--- src/rtl/vga_timing_gen.sv ---
// Raster timing generator: pixel/line counters, blank/sync decodes, delayed
// sync copies for registered drawers, line/frame pulses and a frame counter.
module vga_timing_gen #(
  parameter int unsigned H_VISIBLE  = 640,
  parameter int unsigned H_FP       = 16,
  parameter int unsigned H_SYNC     = 96,
  parameter int unsigned H_BP       = 48,
  parameter int unsigned V_VISIBLE  = 480,
  parameter int unsigned V_FP       = 10,
  parameter int unsigned V_SYNC     = 2,
  parameter int unsigned V_BP       = 33,
  parameter int unsigned SYNC_DELAY = 1
) (
  input  logic       vga_clk,
  input  logic       reset,
  output logic [9:0] DrawX,
  output logic [9:0] DrawY,
  output logic       blank,
  output logic       hs,
  output logic       vs,
  output logic       pix_blank,
  output logic       pix_hs,
  output logic       pix_vs,
  output logic       line_start,
  output logic       frame_start,
  output logic [7:0] frame_count
);

  localparam int unsigned CW      = 10;
  localparam int unsigned FW      = 8;
  localparam int unsigned H_TOTAL = H_VISIBLE + H_FP + H_SYNC + H_BP;
  localparam int unsigned V_TOTAL = V_VISIBLE + V_FP + V_SYNC + V_BP;

  localparam logic [CW-1:0] H_LAST     = CW'(H_TOTAL - 1);
  localparam logic [CW-1:0] V_LAST     = CW'(V_TOTAL - 1);
  localparam logic [CW-1:0] H_VIS_END  = CW'(H_VISIBLE);
  localparam logic [CW-1:0] V_VIS_END  = CW'(V_VISIBLE);
  localparam logic [CW-1:0] H_SYNC_LO  = CW'(H_VISIBLE + H_FP);
  localparam logic [CW-1:0] H_SYNC_HI  = CW'(H_VISIBLE + H_FP + H_SYNC - 1);
  localparam logic [CW-1:0] V_SYNC_LO  = CW'(V_VISIBLE + V_FP);
  localparam logic [CW-1:0] V_SYNC_HI  = CW'(V_VISIBLE + V_FP + V_SYNC - 1);

  // Geometry must fit the 10-bit counters; sync windows use inclusive upper bounds.
  if (H_TOTAL > 1024 || V_TOTAL > 1024) begin : g_bad_total
    $error("vga_timing_gen: H_TOTAL/V_TOTAL exceed 1024");
  end
  if (H_SYNC == 0 || V_SYNC == 0 || H_VISIBLE == 0 || V_VISIBLE == 0) begin : g_bad_width
    $error("vga_timing_gen: sync and visible widths must be non-zero");
  end
  if (SYNC_DELAY > 4) begin : g_bad_delay
    $error("vga_timing_gen: SYNC_DELAY must be 0..4");
  end

  logic [CW-1:0] hc;
  logic [CW-1:0] vc;
  logic [FW-1:0] frame_cnt;
  logic          hs_win;
  logic          vs_win;
  logic          vis;

  // Raster counters; frame counter steps on the end-of-frame double wrap.
  always_ff @(posedge vga_clk) begin
    if (reset) begin
      hc        <= '0;
      vc        <= '0;
      frame_cnt <= '0;
    end else if (hc == H_LAST) begin
      hc <= '0;
      if (vc == V_LAST) begin
        vc        <= '0;
        frame_cnt <= frame_cnt + FW'(1);
      end else begin
        vc <= vc + CW'(1);
      end
    end else begin
      hc <= hc + CW'(1);
    end
  end

  // Same-cycle decodes, forced idle while reset is asserted.
  always_comb begin
    hs_win = (hc >= H_SYNC_LO) && (hc <= H_SYNC_HI);
    vs_win = (vc >= V_SYNC_LO) && (vc <= V_SYNC_HI);
    vis    = (hc < H_VIS_END) && (vc < V_VIS_END);
  end

  assign DrawX       = hc;
  assign DrawY       = vc;
  assign frame_count = frame_cnt;
  assign blank       = !reset && vis;
  assign hs          = reset || !hs_win;
  assign vs          = reset || !vs_win;
  assign line_start  = !reset && (hc == '0);
  assign frame_start = !reset && (hc == '0) && (vc == '0);

  if (SYNC_DELAY == 0) begin : g_no_delay
    assign pix_blank = blank;
    assign pix_hs    = hs;
    assign pix_vs    = vs;
  end else begin : g_delay
    localparam int unsigned SD = SYNC_DELAY;

    logic [SD-1:0] blank_sr;
    logic [SD-1:0] hs_sr;
    logic [SD-1:0] vs_sr;

    // Shift registers; reset flushes any in-flight history to idle levels.
    always_ff @(posedge vga_clk) begin
      if (reset) begin
        blank_sr <= '0;
        hs_sr    <= '1;
        vs_sr    <= '1;
      end else begin
        blank_sr <= (blank_sr << 1) | SD'(blank);
        hs_sr    <= (hs_sr << 1) | SD'(hs);
        vs_sr    <= (vs_sr << 1) | SD'(vs);
      end
    end

    assign pix_blank = blank_sr[SD-1];
    assign pix_hs    = hs_sr[SD-1];
    assign pix_vs    = vs_sr[SD-1];
  end

endmodule

--- config.mk ---
export PLATFORM = sky130hd
export DESIGN_NAME = vga_timing_gen
export DESIGN_NICKNAME = d
export VERILOG_FILES = /design/src/rtl/vga_timing_gen.sv
export SDC_FILE = /design/constraint.sdc
export NUM_CORES = 1
export LEC_CHECK = 0
export BUFFER_PORTS_ARGS = -buffer_cell sky130_fd_sc_hd__buf_2
export CAP_MARGIN = 15
export CORE_ASPECT_RATIO = 1.4
export CORE_UTILIZATION = 50
export CTS_BUF_LIST = sky130_fd_sc_hd__clkbuf_2
export DETAILED_ROUTE_END_ITERATION = 10
export PLACE_DENSITY = 0.83
export SLEW_MARGIN = 20
export SYNTH_ARGS = -nofsm -noshare
export SYNTH_HDL_FRONTEND = slang
export SYNTH_SLANG_ARGS = --single-unit
--- constraint.sdc ---
create_clock -name vga_clk -period 2.3 [get_ports vga_clk]
set_clock_uncertainty 0.2 [all_clocks]
set_input_delay 0.115 -clock vga_clk [delete_from_list [all_inputs] [get_ports vga_clk]]
set_output_delay 0.115 -clock vga_clk [all_outputs]
set_load 0.005 [all_outputs]
## Yosys cells after proc, flatten, opt, wreduce, memory -nomap -nowiden

Cells that the tools add are included.

- Reductions and logical operators: 15
- Add/sub/neg operators: 3
- Order comparisons: 6
- Equality and inequality tests: 2
- Muxes and demuxes: 1

Operator list:

| cell | number |
|---|---|
| 10-bit by 1-bit adder with 10-bit output, second input constant | 2 |
| 10-bit == test, second input constant | 2 |
| 10-bit zero test | 2 |
| 10-bit >= comparator, second input constant | 1 |
| 10-bit by 9-bit >= comparator with 1-bit output, second input constant | 1 |
| 10-bit <= comparator, second input constant | 1 |
| 10-bit by 9-bit <= comparator with 1-bit output, second input constant | 1 |
| 10-bit less-than comparator, second input constant | 1 |
| 10-bit by 9-bit less-than comparator with 1-bit output, second input constant | 1 |
| 10-bit two-way mux | 1 |
| 8-bit by 1-bit adder with 8-bit output, second input constant | 1 |
| 1-bit logical AND | 6 |
| 1-bit zero test | 3 |
| 1-bit logical OR | 2 |
| 2-bit AND reduction | 1 |
| 2-bit OR reduction | 1 |

- Logic and storage cells: 33
- Flip-flop bits (word level): 31
- Output and inout port bits: 36
- Bits of input ports: 2

## Depth between registers and ports, before layout

- Depth in word-level cells: 4
- Depth in mapped cells: 7
- Gate-level depth less buffers: 5

## Worst setup path after synthesis

OpenSTA, ideal clock, no wires.

- Path type: flip-flop to flip-flop
- From: register hc[0] (netlist: DrawX[0])
- To: register frame_cnt[5] (netlist: frame_count[5])
- Stages on the path, launching flop included: 8
- Data required time: 1.968 ns
- Clock period less this slack: 1.994 ns
- Data arrival time: 1.662 ns
- Setup slack: 0.306 ns
- Buffers on the path: 2
- Library setup time: 0.132 ns
- Path through: dfxtp_1 -> ha_1 -> and4_1 -> buf_2 -> nand4_2 -> buf_2 -> o41ai_1 -> a21oi_1

- Cells in the longest elaborated chain, start to end: 2

Ends and longest elaborated chain:

| item | line | RTL |
|---|---|---|
| start, declared | 54 | `logic [CW-1:0] hc;` |
| start signal, assigned | 76 | `hc <= hc + CW'(1);` |
| 10-bit == test | 67 | `end else if (hc == H_LAST) begin` |
| 2-bit AND reduction (no source line) | n/a |  |
| end signal, assigned | 71 | `frame_cnt <= frame_cnt + FW'(1);` |
| end, declared | 56 | `logic [FW-1:0] frame_cnt;` |

Every way passes these cells.
A chain may end at the register's enable or synchronous reset.

## Worst setup path in the final report

- From: register hc[1] (netlist: DrawX[1])
- To: register frame_cnt[7] (netlist: frame_count[7])

The elaborated chain is that of the path after synthesis.

==> results.md <==
- The clock network fraction of design power is 29.2%.
- The final wirelength is 3806 µm.
- The run finished with clean final reports.
- Setup repair after global routing left no endpoint under its margin.
- The number of H-tree levels is 2.
- The buffering stage count on the worst path with inverters included is 1.
- The critical path ends at frame_count[7].
- After routing, the total negative slack on setup checks comes to 0 ns.
- The sequential area share after synthesis is 37.66%.
- Tracing the worst setup path back leads to its startpoint at DrawX[1].
- The buffers inserted during post-CTS setup optimization is 0.
- The number of top-level design ports is 38.
- For this configuration, the core starts out at a cell density of 52.76%.
- Detailed routing inserted a total of 1591 vias.
- The tool flagged a number of max-cap violations equal to 0.
- The startpoint identified for the worst register-to-register timing path is DrawX[1].
- The portion of total power attributed to sequential cells is 65.5%.
- The detailed router finished its first iteration with 72 violations.
- The count of antenna-violating nets left after detailed routing is 0.
- The clock transition at the registers of the reported paths is 0.14 ns.
- Entering global routing, the biggest net connects 21 pins.
- The required arrival time at the worst endpoint is 2.40 ns.
- The slowest stage of the critical path is the sky130_fd_sc_hd__or4_1 cell.
- The mean post-synth cell area is 8.450 µm².
- The horizontal die dimension is 50.52 µm.
- Measured along the y axis, the die boundary spans 69.93 µm.
- The core box area is 3123 µm².
- At the worst endpoint, the arrival time is 2.23 ns.
- The transition time at the pin with the least slew margin is 0.5232 ns.
- The number of hold violations in the final report was 0.
- In the routed design, unresolved DRC markers number 0.
- The time the final worst path needs with I/O delays and setup is 2.128 ns.
- In this run the critical register-to-register path is captured at frame_count[7].
- At the end of the flow the core is filled with cells to 62.30%.
- The via count of the first global-routing pass is 1400.
- Traced cell by cell, the critical path runs through ha_2 -> and4_1 -> buf_4 -> nand4_2 -> or4_1 -> a21oi_1.
- The headroom to the max-slew limit is 64.80%.
- Setup violations remaining at the end of the flow were counted as 0.
- The number of standard-cell rows in the floorplan is 24.
- The worst-path maximum fanout is 6.
- Summed over all cells, the static leakage comes to 0.0007624 µW.
- Clock tree synthesis found a total of 31 sinks.
- The number of nets in the synthesized netlist is 203.
- STA classifies the critical path startpoint as a flip-flop.
- The HPWL after detailed placement is 2676 µm.
- The total grt overflow is 0.
- Dividing total power by cell area gives a power density of 431.7 nW/µm².
- The first global-routing pass estimated 6210 µm of wire.
- Synthesis instantiated 39 different standard cells from the library.
- The number of fill cells in the layout is 302.
- For this run, the top clock speed supported by timing is 470.0 MHz.
- The first detailed-routing pass ran for 4 iterations.
- In this run, synthesis produced a sequential element count of 31.
- No sink is reached through more buffers than the 2 on the longest clock path.
- The number of stages on the worst setup path is 6.
- The die covers 3533 µm².
- The CTS root buffer is sky130_fd_sc_hd__clkbuf_2.
- The post-route netlist has 26.61% of its cells at a drive strength greater than 1.
- In the routed layout, each cell is associated on average with a via count of 5.849.
- The logic gate share of total power is 5.3%.
- Of the total power, the share spent switching nets is 24.85%.
- The worst hold path belongs to the class flip-flop to flip-flop.
- Buffers inserted during clock tree synthesis total 5.
- The cell depth of the worst flop-to-flop path is 6.
- The category of cells accounting for the largest share of critical-path delay is simple AND/OR/NAND/NOR gates.
- The area added between synthesis and finish is 18.07%.
- The number of synthesis warnings is 0.
- The count of final max-slew check failures came to 0.
- The tightest hold path in the finished design has a slack of 0.2700 ns.
- The final clock period utilization by the worst path is 92.50%.
- The later pin in the worst-skew pair is clocked with a latency of 0.37 ns.
- In the final design database the tool counted 242 nets.
- The largest voltage drop on the vdd net is 0.3216 mV.
- The count of buffers added on input and output ports is 37.
- The last weighted congestion value of the routability-driven placer is 0.8340.
- The start-to-end type of the worst setup path is flip-flop to flip-flop.
- Overall power consumption after layout is estimated at 839.9 µW.
- In this run the power spent charging and discharging nets is 208.7 µW.
- Cell internal power was estimated by the tool at 631.2 µW.
- The total inserted antenna cells is 0.
- The worst-case register-to-register setup slack is 0.17 ns.
- The initial antenna violation count is 0.
- The multi-input combinational cell area is 925.9 µm².
- The number of cells produced by synthesis is 195.
- The maximum single-stage delay on the critical path is 0.50 ns.
- The clock tree from TritonCTS is yes.
- Summing all flip-flop and latch instances after layout gives 621.8 µm².
- Global routing used 23.20% of the available tracks across all layers.
- The average wire per standard cell is 13.99 µm.
- The summed instance area of the synthesized netlist is 1648 µm².
- The capturing element type of the critical path is a flip-flop.
## layout make-up
cell class	count	share of cell area (%)
clock buffer	6	1.543
inverter	9	1.736
multi-input combinational	137	47.59
sequential	31	31.96
tap	39	2.508
timing repair buffer	50	14.66
## layout by cell type, fill, tap and decap left out, drive strengths merged, types with 2 or more instances in the layout
cell	instances
buf	49
dfxtp	31
nor2	20
a21oi	10
nand2	10
nand4	10
inv	9
nand3	9
o31ai	9
xnor2	8
or4	7
clkbuf	6
nor4	6
ha	6
nor3	5
o2111ai	4
xor2	4
o21ai	4
nor4b	3
or3	3
and4	2
nand4b	2
and2	2
o41ai	2
## worst min-delay path by stage
stage | start | end | cells past startpoint
2_1_floorplan | pix_blank | pix_blank | 0
5_1_grt | DrawX[0] | DrawX[0] | 1
6_report | DrawX[0] | DrawX[0] | 1
4_1_cts | frame_count[7] | frame_count[7] | 2
3_5_place_dp | frame_count[7] | frame_count[7] | 2
3_3_place_gp | frame_count[7] | frame_count[7] | 2
## repair_timing
item                                   4_1_cts  5_1_grt
endpoints found under the hold margin       12        0
setup endpoints to repair                    0        5
hold buffers                                 1        0
resized for setup                            0        3
## sequential cells by signal (all words and copies together), names as in the netlist
name and cells:
pix_blank 1, pix_hs 1, DrawX 10, frame_count 8
pix_vs 1, DrawY 10
## cells by family (layout without fill, tap and decap cells)
family | count (synthesis) | after routing | share of synthesized area [%]
buf+inv | 27 | 65 | 6.833
simple gates | 85 | 85 | 30.52
flops | 31 | 31 | 37.66
mux | 1 | 1 | 0.6075
xor+xnor | 12 | 12 | 6.378
compound gates | 33 | 33 | 13.44
fa+ha+maj | 6 | 6 | 4.556
## metrics by stage
step                      worst slack (ns)  instances  instance area, µm²
after floorplan                     0.3056        195                1648
final                               0.1724        272                1946
after global routing               0.02334        272                1946
after detailed placement            0.1314        265                1893
after global placement              0.1777        265                1893
after CTS                           0.1145        272                1933
## power by group through the flow
stage	combinational [µW]	sequential, µW	clock, µW
after floorplan	28.7	559	0
after global placement	42.4	561	0
after detailed placement	43.0	561	0
after CTS	44.7	549	251
after global routing	50.9	551	272
final	44.9	550	245
## layer usage
layer,vias to the layer above,wire (µm),track usage (%)
li1,789,-,-
met1,751,1613,26.24
met4,0,81,12.04
met3,9,168,5.229
met2,42,1943,39.56
met5,-,0,0
## synthesized netlist by cell type, drive strengths merged
cell      n  share of area [%]
clkbuf    8                1.8
a31oi     1               0.38
o31ai     9                4.1
nand3b    1               0.46
xor2      4                2.1
or3       3                1.1
ha        6                4.6
and4      2                1.1
o2111ai   4                2.1
inv       9                2.0
a2bb2oi   1               0.53
nor2     20                4.6
nand4b    2                1.1
buf      10                3.0
nand4    10                4.6
and2      2               0.76
dfxtp    31                 38
and3b     1               0.53
nand4bb   1               0.68
or2       1               0.38
or4b      1               0.61
or4       7                3.2
nor4      6                2.7
nor3      5                1.5
a21oi    10                3.0
o211ai    1               0.46
o221ai    1               0.53
o21ai     4                1.2
and4bb    1               0.76
nor4b     3                1.6
nand3     9                2.7
o41ai     2                1.1
nand2    10                2.3
mux2i     1               0.61
xnor2     8                4.3
No activity file was read; power rests on OpenSTA's default activity.
